File: config.mk
export PLATFORM = sky130hd
export DESIGN_NAME = msh_mem_req_q
export DESIGN_NICKNAME = d
export VERILOG_FILES = /design/src/rtl/msh_pkg.sv /design/src/rtl/msh_mem_req_ptr.sv /design/src/rtl/msh_mem_req_q.sv
export SDC_FILE = /design/constraint.sdc
export NUM_CORES = 1
export LEC_CHECK = 0
export CELL_PAD_IN_SITES_DETAIL_PLACEMENT = 0
export CELL_PAD_IN_SITES_GLOBAL_PLACEMENT = 1
export CORE_MARGIN = 2
export CORE_UTILIZATION = 47
export DETAILED_ROUTE_END_ITERATION = 12
export MAX_ROUTING_LAYER = met4
export PLACE_DENSITY_LB_ADDON = 0.1
export SETUP_SLACK_MARGIN = 0.15
export SYNTH_ARGS = -nofsm -noshare
export SYNTH_HDL_FRONTEND = slang
export SYNTH_SLANG_ARGS = --single-unit
File: constraint.sdc
create_clock -name mclk -period 10.84 [get_ports mclk]
set_input_delay 2.71 -clock mclk [delete_from_list [all_inputs] [get_ports mclk]]
set_output_delay 2.71 -clock mclk [all_outputs]
set_load 0.05 [all_outputs]
File: src/rtl/msh_pkg.sv
// msh_pkg: shared mesh memory-request types and sizing constants.
//   MSH_MEM_ADDR_W / MSH_MEM_DATA_W : request field widths
//   MSH_MEM_REQ_DEPTH               : default request queue depth (= sender credits)
//   MSH_MEM_OCC_W                   : occupancy width for the default depth
//   msh_mem_req_t                   : queued request {wr, addr, data}
// Optional macro MSH_MEM_REQ_PARITY_EN adds a poison bit to msh_mem_req_t.
package msh_pkg;
    localparam int MSH_MEM_ADDR_W    = 16;
    localparam int MSH_MEM_DATA_W    = 64;
    localparam int MSH_MEM_REQ_DEPTH = 8;
    localparam int MSH_MEM_OCC_W     = $clog2(MSH_MEM_REQ_DEPTH + 1);

    typedef struct packed {
`ifdef MSH_MEM_REQ_PARITY_EN
        logic                      poison;
`endif
        logic                      wr;
        logic [MSH_MEM_ADDR_W-1:0] addr;
        logic [MSH_MEM_DATA_W-1:0] data;
    } msh_mem_req_t;
endpackage

File: src/rtl/msh_mem_req_ptr.sv
// msh_mem_req_ptr: FIFO read/write pointers with an extra wrap bit, plus
// occupancy and full flag. Reusable for request- and response-side queues.
//   clk_i, rst_ni        : clock, async active-low reset
//   push_i, pop_i        : qualified push / pop (caller guarantees legality)
//   wr_idx_o             : storage slot for the current push
//   rd_idx_nxt_o         : head slot after this cycle's pop
//   occ_o, full_o        : current occupancy and full flag
//   nonempty_nxt_o       : queue will hold at least one entry next cycle
module msh_mem_req_ptr #(
    parameter int DEPTH = 8
) (
    input  logic                       clk_i,
    input  logic                       rst_ni,
    input  logic                       push_i,
    input  logic                       pop_i,
    output logic [$clog2(DEPTH)-1:0]   wr_idx_o,
    output logic [$clog2(DEPTH)-1:0]   rd_idx_nxt_o,
    output logic [$clog2(DEPTH+1)-1:0] occ_o,
    output logic                       full_o,
    output logic                       nonempty_nxt_o
);
    localparam int AW = $clog2(DEPTH);
    localparam int PW = AW + 1;

    logic [PW-1:0] wptr_q, wptr_d, rptr_q, rptr_d;

    assign wptr_d = wptr_q + PW'(push_i);
    assign rptr_d = rptr_q + PW'(pop_i);

    always_ff @(posedge clk_i or negedge rst_ni) begin
        if (!rst_ni) begin
            wptr_q <= '0;
            rptr_q <= '0;
        end else begin
            wptr_q <= wptr_d;
            rptr_q <= rptr_d;
        end
    end

    // Wrap bit makes the pointer difference span 0..DEPTH, so full and empty
    // are distinguishable even though the slot indices coincide.
    assign occ_o          = wptr_q - rptr_q;
    assign full_o         = (occ_o == PW'(DEPTH));
    assign wr_idx_o       = wptr_q[AW-1:0];
    assign rd_idx_nxt_o   = rptr_d[AW-1:0];
    assign nonempty_nxt_o = (wptr_d != rptr_d);
endmodule

File: src/rtl/msh_mem_req_q.sv
// msh_mem_req_q: credit-based ingress request queue feeding msh_mem_dp.
// Pushes are never stalled (sender is credit-limited); the head is presented
// on registered valid/ready outputs and each pop returns one credit.
//   mclk, mrst_n                       : clock, async active-low reset
//   i_req_vld/wr/addr/data             : ingress push
//   o_req_vld/wr/addr/data, i_req_rdy  : head toward msh_mem_dp
//   o_crd_rtn                          : one pulse per pop, cycle after pop
//   o_occ                              : occupancy
//   o_ovfl_err                         : sticky push-while-full error
// Optional macro MSH_MEM_REQ_PARITY_EN adds i_req_par, o_req_poison and
// o_par_err (even parity over {wr, addr, data, par}, sticky error).
module msh_mem_req_q
    import msh_pkg::*;
#(
    parameter int DEPTH  = MSH_MEM_REQ_DEPTH,
    parameter int ADDR_W = MSH_MEM_ADDR_W,
    parameter int DATA_W = MSH_MEM_DATA_W
) (
    input  logic                       mclk,
    input  logic                       mrst_n,
    input  logic                       i_req_vld,
    input  logic                       i_req_wr,
    input  logic [ADDR_W-1:0]          i_req_addr,
    input  logic [DATA_W-1:0]          i_req_data,
`ifdef MSH_MEM_REQ_PARITY_EN
    input  logic                       i_req_par,
    output logic                       o_req_poison,
    output logic                       o_par_err,
`endif
    output logic                       o_crd_rtn,
    output logic                       o_req_vld,
    input  logic                       i_req_rdy,
    output logic                       o_req_wr,
    output logic [ADDR_W-1:0]          o_req_addr,
    output logic [DATA_W-1:0]          o_req_data,
    output logic [$clog2(DEPTH+1)-1:0] o_occ,
    output logic                       o_ovfl_err
);
    localparam int AW = $clog2(DEPTH);

    logic [AW-1:0]              wr_idx, rd_idx_nxt;
    logic [$clog2(DEPTH+1)-1:0] occ;
    logic                       full, nonempty_nxt, push, pop;
    msh_mem_req_t               mem_q [DEPTH];
    msh_mem_req_t               in_req, head_q, head_d;
    logic                       vld_q, crd_q, ovfl_q;

    // Overflow is judged on occupancy before any same-cycle pop.
    assign push = i_req_vld & ~full;
    assign pop  = vld_q & i_req_rdy;

    msh_mem_req_ptr #(.DEPTH(DEPTH)) u_ptr (
        .clk_i          (mclk),
        .rst_ni         (mrst_n),
        .push_i         (push),
        .pop_i          (pop),
        .wr_idx_o       (wr_idx),
        .rd_idx_nxt_o   (rd_idx_nxt),
        .occ_o          (occ),
        .full_o         (full),
        .nonempty_nxt_o (nonempty_nxt)
    );

    always_comb begin
        in_req      = '0;
        in_req.wr   = i_req_wr;
        in_req.addr = i_req_addr;
        in_req.data = i_req_data;
`ifdef MSH_MEM_REQ_PARITY_EN
        in_req.poison = ^{i_req_wr, i_req_addr, i_req_data, i_req_par};
`endif
    end

    // Storage needs no reset: nothing is read before it is written.
    always_ff @(posedge mclk) begin
        if (push) mem_q[wr_idx] <= in_req;
    end

    // Head register is loaded with what will be at the head next cycle.
    // When the new head slot is the one being written this cycle (queue
    // empty after any pop), take the incoming request directly. When the
    // queue will be empty, hold the last head.
    always_comb begin
        head_d = head_q;
        if (nonempty_nxt) begin
            if (push && (wr_idx == rd_idx_nxt)) head_d = in_req;
            else                                head_d = mem_q[rd_idx_nxt];
        end
    end

    always_ff @(posedge mclk or negedge mrst_n) begin
        if (!mrst_n) begin
            head_q <= '0;
            vld_q  <= 1'b0;
            crd_q  <= 1'b0;
            ovfl_q <= 1'b0;
        end else begin
            head_q <= head_d;
            vld_q  <= nonempty_nxt;
            crd_q  <= pop;
            ovfl_q <= ovfl_q | (i_req_vld & full);
        end
    end

`ifdef MSH_MEM_REQ_PARITY_EN
    logic par_err_q;
    always_ff @(posedge mclk or negedge mrst_n) begin
        if (!mrst_n) par_err_q <= 1'b0;
        else         par_err_q <= par_err_q | (push & in_req.poison);
    end
    assign o_par_err    = par_err_q;
    assign o_req_poison = head_q.poison;
`endif

    assign o_req_vld  = vld_q;
    assign o_req_wr   = head_q.wr;
    assign o_req_addr = head_q.addr;
    assign o_req_data = head_q.data;
    assign o_crd_rtn  = crd_q;
    assign o_occ      = occ;
    assign o_ovfl_err = ovfl_q;
endmodule

# Word-level counts from Yosys, hierarchy flattened
# Memory sizes are Yosys's and may differ from the RTL's. A register that Yosys moved wholly into a read port is not among the register bits.
# Cells that the tools add are included.
# Widths: inputs -> output; s select.
[word_totals]
elab_cells = 19
output_inout_bits = 88
regBits = 11
mem_bits_rw = 648
memories = 1
inputBits = 85
[memory_table]
columns = ["memory", "depth", "width", "rd", "rd_clocked_by_memory_dff", "wr", "line_no", "rtl"]
rows = [
  ["mem_q", 8, 81, 1, 1, 1, "msh_mem_req_q.sv:44", "msh_mem_req_t mem_q [DEPTH];"],
]
[op_classes]
reduce_logical = 1
bitwise = 5
n_eq_ne = 2
n_mux = 2
add_sub_neg = 3
[ops]
columns = ["op", "count"]
rows = [
  ["$add 4x1->4", 2],
  ["$eq 4x4->1 const B", 1],
  ["$ne 4x4->1", 1],
  ["$sub 4x4->4", 1],
  ["$and 1x1->1", 3],
  ["$mux 1", 2],
  ["$logic_not 1->1", 1],
  ["$not 1->1", 1],
  ["$or 1x1->1", 1],
]

# Longest topological paths before layout
# Gate-level depths: netlist of the first run.
[logic_depth]
word_depth = 6
mapped_depth = 19
ltp_nobuf = 15

# Modules after synthesis
# A second synthesis of the first run with hierarchy kept.
[unflattened]
cells_unflattened = 1335
hier_area_um2 = 28522.4
[modules_own_cells]
columns = ["module", "cells_each", "area_each_um2", "seq_area_each_um2", "n_inst"]
rows = [
  ["msh_mem_req_q", 1287, 27999.4, 21560.7, 1],
  ["msh_mem_req_ptr", 48, 523.0, 200.2, 1],
]

# Worst setup path after synthesis of the first run
# OpenSTA, ideal clock, no wires.
[synth_path]
kind = "input to register"
from = "input port i_req_vld"
to = "memory mem_q[4][0] (netlist name), enable pin"
path_slack_ns = -1.398
setup_time_ns = 0.748
path_buffers = 2
path_stages = 4
t_required_ns = 10.092
t_arrival_ns = 11.490
cell_sequence = "o31ai_4 > buf_4 > clkbuf_1 > nor4b_1"
[synth_between]
elab_chain_cells = 3
[synth_lines]
columns = ["item", "line_no", "rtl"]
rows = [
  ["from (decl)", "msh_mem_req_q.sv:21", "input logic i_req_vld,"],
  ["$and 1x1->1", "msh_mem_req_q.sv:49", "assign push = i_req_vld & ~full;"],
  ["$mux 1", "msh_mem_req_q.sv:76", "if (push) mem_q[wr_idx] <= in_req;"],
  ["$mux 1 (implied by the code)", "msh_mem_req_q.sv:76", ""],
  ["to (decl)", "msh_mem_req_q.sv:44", ""],
]
# No other way between the ends.

# Final worst setup path of the first run
[layout_path]
from = "input port i_req_vld"
to = "register o_req_data[19] (netlist name)"
[layout_between]
elab_chain_cells = 3
[layout_lines]
columns = ["item", "line_no", "rtl"]
rows = [
  ["$and 1x1->1", "msh_mem_req_q.sv:49", ""],
  ["$add 4x1->4", "msh_mem_req_ptr.sv:27", "assign wptr_d = wptr_q + PW'(push_i);"],
  ["net u_ptr.wptr_d[2]", "msh_mem_req_ptr.sv:25", "logic [PW-1:0] wptr_q, wptr_d, rptr_q, rptr_d;"],
  ["$ne 4x4->1", "msh_mem_req_ptr.sv:46", "assign nonempty_nxt_o = (wptr_d != rptr_d);"],
]
# The timed path passes the listed nets, and every way through them passes these cells.

==> impl_metrics.json, run 1 <==
{
  "r2r_slack_ns": 4.24,
  "comb_power_share_pct": 44.7,
  "rsz0062_at_grt": "false",
  "wirelength_um": 72200,
  "p_clk_share_pct": 21.6,
  "dpl_worst_slack_ns": 2.89,
  "worstMarginPinSlew_ns": 1.12,
  "drive_gt1_share_pct": 19.1,
  "crit_required_ns": 11.28,
  "cap_violations": 0,
  "layout_setup_ws_ns": 3.60,
  "via_count": 15400,
  "cts_buffer_depth": 3,
  "ir_worst_vdd_uv": 310,
  "grt_max_degree": 86,
  "max-slew-margin-rel_pct": 25.6,
  "place.detailed.hpwl_um": 35000,
  "tns_ns": 0,
  "cts_hold_buf": 0,
  "p_leak_nw": 10.9,
  "final_area_sq_um": 34100,
  "critPathLaunchType": "input pin",
  "drtIter0Drc": 1093,
  "status": "finished, final reports clean",
  "port_buffers": 172,
  "vias_per_cell": 6.14,
  "syn_inst": 1480,
  "power.switching_mw": 4.67,
  "dieArea_sq_um": 63800,
  "htreeDepth": 3,
  "antenna_found_initial": 4,
  "layout.nets": 1744,
  "core_area_sq_um": 61400,
  "swShare_pct": 39.1,
  "initial_core_util_pct": 47.3,
  "clk_latency_ns": 0.60,
  "path_class": "in2reg",
  "p_per_area_nw_per_um2": 351,
  "dp.cells": 2361,
  "seq_area_frac_synth_pct": 74.9,
  "async_flop_share_pct": 12.4,
  "ys_types": 35,
  "cts_tree": "done",
  "finalClockSkew_ns": 0.0195,
  "arrival_ns": 7.68,
  "p_seq_share_pct": 33.6,
  "io_pins": 173,
  "rows": 91,
  "whs_path_depth": 1,
  "ys.flop_type": "edfxtp_1",
  "grt_pass1_wl_um": 107000,
  "cts_resized": 0,
  "dr.pass1.iters": 8,
  "setup_viol": 0,
  "multi_input_area_sq_um": 6810,
  "synth-edff-count": 648,
  "cts_buffers": 78,
  "grt_pass1_vias": 16200,
  "clkTransAtPathRegs_ns": 0.06,
  "cts_root_buffer": "clkbuf_16",
  "syn2layout_area_growth_pct": 17.3,
  "placed_area_sq_um": 31600,
  "synth-seq-cells": 740,
  "reg2reg_depth": 15,
  "fin_crit_sh_pct": 66.8,
  "synth_area_per_cell_sq_um": 19.6,
  "synth.cell_area_sq_um": 29000,
  "nFillCells": 4690,
  "crit_fanout": 48,
  "final_cell_mix": "edfxtp_1 (648), clkdlybuf4s50_1 (171), mux4_2 (162)",
  "drv_slew": 0,
  "clock-sinks": 740,
  "layout_commonest_cell": "edfxtp_1",
  "synth_top_cell_area_share_pct": 67.0,
  "gp_congestion": 0.720,
  "fin_crit_ns": 7.24,
  "die_h_um": 253,
  "internal_power_mw": 7.28,
  "syn-num-nets": 1573,
  "yosysTopAreaCell": "edfxtp_1",
  "finalHoldViolations": 0,
  "drcViolationCount": 0,
  "routedWlPerCell_um": 28.8,
  "track_usage_pct": 23.8,
  "final_cells": 2503,
  "grt-ovfl-total": 0,
  "end_kind": "flop",
  "yosysWarnings": 0,
  "regArea_sq_um": 21800,
  "hold_path.class": "reg2reg",
  "synth_area_leaders": "edfxtp_1 (67%), mux4_2 (13%), dfrtp_1 (7.9%), a221oi_1 (2.4%), o31ai_1 (2.1%)",
  "postRouteAntennaNets": 0,
  "cts_setup_buffers": 0,
  "fmax_mhz": 138,
  "die_w_um": 253
}
==> stage by stage <==
stage          hold WS, ns  power, mW  util [%]
5_1_grt              0.477       12.5      55.5
3_3_place_gp         0.446       9.43      51.5
4_1_cts              0.473       12.1      55.5
3_5_place_dp         0.455       9.49      51.5
6_report             0.469       11.9      55.5
2_1_floorplan        0.515       7.79         -
==> worst max-delay path, stage by stage <==
cell	delay (ns)
clkdlybuf4s50_1	0.47
o31ai_4	0.09
clkinv_2	0.76
ha_1	0.55
ha_1	0.22
xor2_2	0.16
xnor2_1	0.18
nor3_4	0.87
and2_4	0.71
buf_4	0.72
o31ai_1	0.19
==> cell usage after synthesis, drive strengths merged, types with 4 or more instances <==
library cell  number
buf               59
edfxtp           648
mux4             162
nor2b             67
clkbuf            57
and2              16
nor3              86
dfrtp             92
ha                 7
xnor2              4
inv               10
o31ai             82
nand3             83
a221oi            81
xor2               9
==> power by group through the flow <==
stage | logic (mW) | registers, mW | clock network [mW]
finish | 5.34 | 4.02 | 2.58
global route | 5.72 | 4.07 | 2.75
CTS | 5.42 | 4.03 | 2.64
detailed placement | 5.41 | 4.08 | 0
global placement | 5.37 | 4.06 | 0
floorplan | 3.18 | 4.61 | 0
==> path summary, 6_finish.rpt <==
path	startpoint	endpoint
hold / removal	o_ovfl_err	o_ovfl_err
setup reg to reg	u_ptr.wptr_q[0]	o_req_data[19]
setup / recovery	i_req_vld	o_req_data[19]
min in group asynchronous	mrst_n	o_req_addr[13]
max in group asynchronous	mrst_n	o_ovfl_err
hold reg to reg	o_ovfl_err	o_ovfl_err
==> sequential cells by signal, summed over array words and instances (netlist names) <==
signal and cells:
o_req_data 64, o_crd_rtn 1, o_req_addr 16, u_ptr.wptr_q 4, o_req_wr 1, u_ptr.rptr_q 4
o_req_vld 1, mem_q 648, o_ovfl_err 1
==> cells by family (layout without fill, tap and decap cells) <==
group                    count (synthesis)  count (layout)  synth area share [%]
AO/OA/AOI/OAI                          166             166                  4.67
XOR/XNOR                                13              13                 0.483
adder cells (fa/ha/maj)                  8               8                 0.371
buffers and inverters                  126             354                  1.93
flip-flops                             740             740                  74.9
multiplexers                           162             162                  12.6
other                                    0               5                     0
AND/OR/NAND/NOR                        265             265                  5.05
==> metal layers <==
metal,GRT usage [%],share of wire [%],vias to the layer above,wire length [um]
li1,-,-,6505,-
met1,32.3,43,8269,30700
met2,38.2,50,514,35900
met3,3.72,6.1,88,4380
met4,6.00,1.7,0,1240
met5,-,0,-,0
==> final cells by class <==
class / count / area share, %
flip-flops and latches: 740 / 63.9
multi-input cells: 614 / 20.0
clock buffers: 107 / 6.35
repair buffers: 207 / 5.85
well taps: 790 / 2.90
clock inverters: 30 / 0.863
inverters: 10 / 0.129
diodes: 5 / 0.0367
Note: power is estimated with default switching activity, not from simulation.
==> inputs of run 2 (changes only) <==
Settings changed: CORE_UTILIZATION 47 to 52.
Clock period 10.84 ns to 7 ns, I/O delays scaled along.
==> impl_metrics.json, run 2 (synthesis gave the netlist of run 1 again) <==
{
  "postRouteAntennaNets": 0,
  "grt_max_degree": 86,
  "wirelength_um": 68700,
  "hold_path.class": "reg2reg",
  "rows": 86,
  "syn2layout_area_growth_pct": 17.4,
  "final_cell_mix": "edfxtp_1 (648), clkdlybuf4s50_1 (171), mux4_2 (162)",
  "clkTransAtPathRegs_ns": 0.06,
  "layout_setup_ws_ns": 2.03,
  "antenna_found_initial": 6,
  "worstMarginPinSlew_ns": 1.09,
  "clk_latency_ns": 0.61,
  "track_usage_pct": 25.4,
  "via_count": 15400,
  "final_core_util_pct": 61.8,
  "cts_resized": 0,
  "layout.nets": 1745,
  "ir_worst_vdd_uv": 395,
  "arrival_ns": 3.22,
  "die_w_um": 240,
  "cts_setup_buffers": 0,
  "routedWlPerCell_um": 27.9,
  "path_class": "reg2out",
  "end_kind": "output port",
  "dieArea_sq_um": 57800,
  "whs_ns": 0.497,
  "layout_commonest_cell": "edfxtp_1",
  "io_pins": 173,
  "die_h_um": 240,
  "drcViolationCount": 0,
  "clock-sinks": 740,
  "cts_buffer_depth": 3,
  "vias_per_cell": 6.24,
  "cts_buffers": 75,
  "final_cells": 2464,
  "p_leak_nw": 10.9,
  "htreeDepth": 3,
  "cts_tree": "done",
  "finalHoldViolations": 0,
  "p_per_area_nw_per_um2": 539,
  "drive_gt1_share_pct": 19.2,
  "critPathLaunchType": "flop",
  "drtIter0Drc": 1443,
  "crit_fanout": 11,
  "grt-ovfl-total": 0,
  "place.detailed.hpwl_um": 33600,
  "rsz0062_at_grt": "false",
  "dpl_worst_slack_ns": 1.50,
  "grt_pass1_wl_um": 103000,
  "finalClockSkew_ns": 0.0199,
  "fin_crit_ns": 4.97,
  "tns_ns": 0,
  "cts_root_buffer": "clkbuf_16",
  "core_area_sq_um": 55200,
  "dp.cells": 2323,
  "largest-register": "mem_q",
  "gp_congestion": 0.724,
  "port_buffers": 172,
  "r2r_slack_ns": 2.10,
  "dr.pass1.iters": 5,
  "drv_slew": 0,
  "cts_hold_buf": 0,
  "max-slew-margin-rel_pct": 27.3,
  "fmax_mhz": 201,
  "setup_viol": 0,
  "crit_required_ns": 5.25,
  "nFillCells": 3953,
  "grt_pass1_vias": 16000,
  "status": "finished, final reports clean",
  "fin_crit_sh_pct": 71.0,
  "largest_reg_flops": 648,
  "initial_core_util_pct": 52.6,
  "cap_violations": 0
}
run 2: cell count changes in the layout (fill, tap and decap cells not counted), sizes merged:
cell	delta
buf	+4
bufinv	-3
clkbuf	+3
clkinv	-5
clkinvlp	+1
diode	+2
inv	+1
run 2: critical path, cell delays in order, from the launching register on:
cell and delay (ns):
dfrtp_1 0.77, ha_1 0.39, a21oi_1 0.19, a21oi_1 0.16, nor2_1 0.24, clkdlybuf4s50_1 0.85
run 2: layout make-up:
cell class                 count  area (sq um)  area share (%)
multi-input combinational    614          6860            20.1
timing repair buffer         211          2070            6.08
tap                          748           936            2.74
inverter                      10          43.8           0.128
sequential                   740         21800            63.8
antenna                        7          17.5          0.0514
clock inverter                24           189           0.554
clock buffer                 110          2210            6.49
run 2: through the flow:
stage               area (sq um)  power, mW
floorplan                  29100       12.0
global placement           31700       14.5
detailed placement         31700       14.7
CTS                        34100       18.6
global route               34100       19.3
finish                     34100       18.4
run 2: where the power goes:
part	switching, mW	internal (mW)	total, mW	leakage, nW
logic	5.14	3.11	8.25	2.73
registers	0.384	5.85	6.23	6.97
clock network	1.59	2.30	3.89	1.18
run 2: final timing paths:
check	cells after the start	to	start
max	5	o_occ[3]	u_ptr.wptr_q[2]
min	2	o_req_data[10]	o_req_data[10]
max reg2reg	16	o_req_addr[1]	u_ptr.wptr_q[0]
min reg2reg	2	o_req_data[10]	o_req_data[10]
max in group asynchronous	2	o_req_data[23]	mrst_n
min in group asynchronous	1	o_req_addr[13]	mrst_n
run 2: layer usage:
metal  global-route usage (%)  share of wire [%]  vias to the layer above
met1                     34.0                 42                     8250
met5                        -                  0                        -
met4                     7.83                2.0                        0
met3                     4.08                6.2                       96
met2                     40.6                 50                      506
li1                         -                  -                     6521
==> inputs of run 3 (changes only) <==
Settings changed: CORE_UTILIZATION 52 to 47.
Clock period 7 ns to 4.4 ns, I/O delays scaled along.
==> impl_metrics.json, run 3 (synthesis gave the netlist of run 1 again) <==
{
  "whs_ns": 0.493,
  "p_leak_nw": 11.3,
  "final_cell_mix": "edfxtp_1 (648), clkdlybuf4s50_1 (171), mux4_2 (162)",
  "postRouteAntennaNets": 0,
  "drive_gt1_share_pct": 22.2,
  "dr.pass1.iters": 5,
  "drv_slew": 0,
  "crit_start": "u_ptr.rptr_q[2]",
  "cts_buffer_depth": 3,
  "arrival_ns": 2.95,
  "vias_per_cell": 6.12,
  "finalHoldViolations": 0,
  "timing.rr.start": "u_ptr.rptr_q[0]",
  "cts_hold_buf": 0,
  "crit_required_ns": 3.30,
  "cp_cell_sequence": "inv_1, ha_1, a21oi_1, a21oi_1, nor2_1, clkdlybuf4s50_1",
  "hold_path.class": "reg2reg",
  "use_met1_pct": 32.5,
  "layout_commonest_cell": "edfxtp_1",
  "initial_core_util_pct": 47.3,
  "grt-ovfl-total": 0,
  "final_core_util_pct": 57.4,
  "max-slew-margin-rel_pct": 33.1,
  "cts_tree": "done",
  "via_count": 15600,
  "reg2reg_depth": 15,
  "syn2layout_area_growth_pct": 21.3,
  "crit_fanout": 3,
  "largest-register": "mem_q",
  "fin_crit_sh_pct": 92.0,
  "antenna_found_initial": 1,
  "end_kind": "output port",
  "finalClockSkew_ns": 0.0186,
  "cap_violations": 0,
  "core_area_sq_um": 61400,
  "use_met3_pct": 3.26,
  "p_per_area_nw_per_um2": 875,
  "drcViolationCount": 0,
  "rsz0062_at_grt": "false",
  "die_w_um": 253,
  "port_buffers": 172,
  "routedWlPerCell_um": 28.1,
  "io_pins": 173,
  "cts_buffers": 78,
  "power_mw": 30.8,
  "drtIter0Drc": 1296,
  "grt_busiest_layer": "met2",
  "cts_root_buffer": "clkbuf_16",
  "track_usage_pct": 23.8,
  "cts_resized": 0,
  "wirelength_um": 71900,
  "setup_viol": 0,
  "r2r_slack_ns": 0.44,
  "layout.nets": 1792,
  "critPathLaunchType": "flop",
  "largest_reg_flops": 648,
  "crit_top_cell": "a21oi_1",
  "use_met2_pct": 38.3,
  "grt_pass1_wl_um": 108000,
  "clock-sinks": 740,
  "grt_pass1_vias": 16600,
  "die_h_um": 253,
  "tns_ns": 0,
  "fin_crit_ns": 4.05,
  "layout_setup_ws_ns": 0.351,
  "status": "finished, final reports clean",
  "clkTransAtPathRegs_ns": 0.05,
  "htreeDepth": 3,
  "crit_path_end": "o_occ[3]",
  "grt_max_degree": 102,
  "dpl_worst_slack_ns": 0.434,
  "slowest_stage": "clkdlybuf4s50_1",
  "path_class": "reg2out",
  "rows": 91,
  "dieArea_sq_um": 63800,
  "cts_setup_buffers": 0,
  "clk_latency_ns": 0.61,
  "ir_worst_vdd_uv": 907,
  "max_stage_delay_ns": 0.85,
  "fmax_mhz": 247,
  "rr_endpoint": "o_req_addr[7]",
  "worstMarginPinSlew_ns": 1.00,
  "gp_congestion": 0.749,
  "place.detailed.hpwl_um": 38900
}
## run 3: layout make-up
cell class | instances | area (sq um)
inverter | 10 | 46.3
fill | 4539 | 26100
timing repair buffer | 255 | 2860
antenna | 1 | 2.50
tap | 790 | 988
sequential | 740 | 21800
clock buffer | 108 | 2240
multi-input combinational | 614 | 6900
clock inverter | 37 | 433
## run 3: power by group
group | leakage (nW) | internal, mW | switching [mW]
Sequential | 6.97 | 9.29 | 0.511
Clock | 1.31 | 4.10 | 2.68
Combinational | 3.07 | 5.58 | 8.64
## run 3: worst min-delay path by stage
stage / start / to / slack [ns] / cells past startpoint
after floorplan: u_ptr.wptr_q[3] / u_ptr.wptr_q[3] / 0.52 / 2
after global placement: o_req_data[1] / o_req_data[1] / 0.48 / 2
after detailed placement: o_req_addr[8] / o_req_addr[8] / 0.49 / 2
after CTS: o_req_addr[8] / o_req_addr[8] / 0.50 / 2
after global routing: o_req_data[1] / o_req_data[1] / 0.51 / 2
final: o_req_data[1] / o_req_data[1] / 0.49 / 2
## run 3: layer usage
layer,wire length (um),up-vias
met4,1120,0
met2,36000,547
li1,-,6619
met5,0,-
met3,4120,80
met1,30600,8399
## run 3: critical path, delay by kind of cell (launching register included)
family | cells | cell delay, ns
flip-flops | 1 | 0.45
AO/OA/AOI/OAI | 2 | 0.37
adder cells (fa/ha/maj) | 1 | 0.40
AND/OR/NAND/NOR | 1 | 0.21
buffers and inverters | 2 | 0.93
## run 3: metrics by stage
| stage | instances | area, sq um |
|---|---|---|
| 3_5_place_dp | 2409 | 32500 |
| 3_3_place_gp | 2409 | 32500 |
| 4_1_cts | 2554 | 35200 |
| 5_1_grt | 2555 | 35200 |
| 6_report | 2555 | 35200 |
| 2_1_floorplan | 1480 | 29200 |
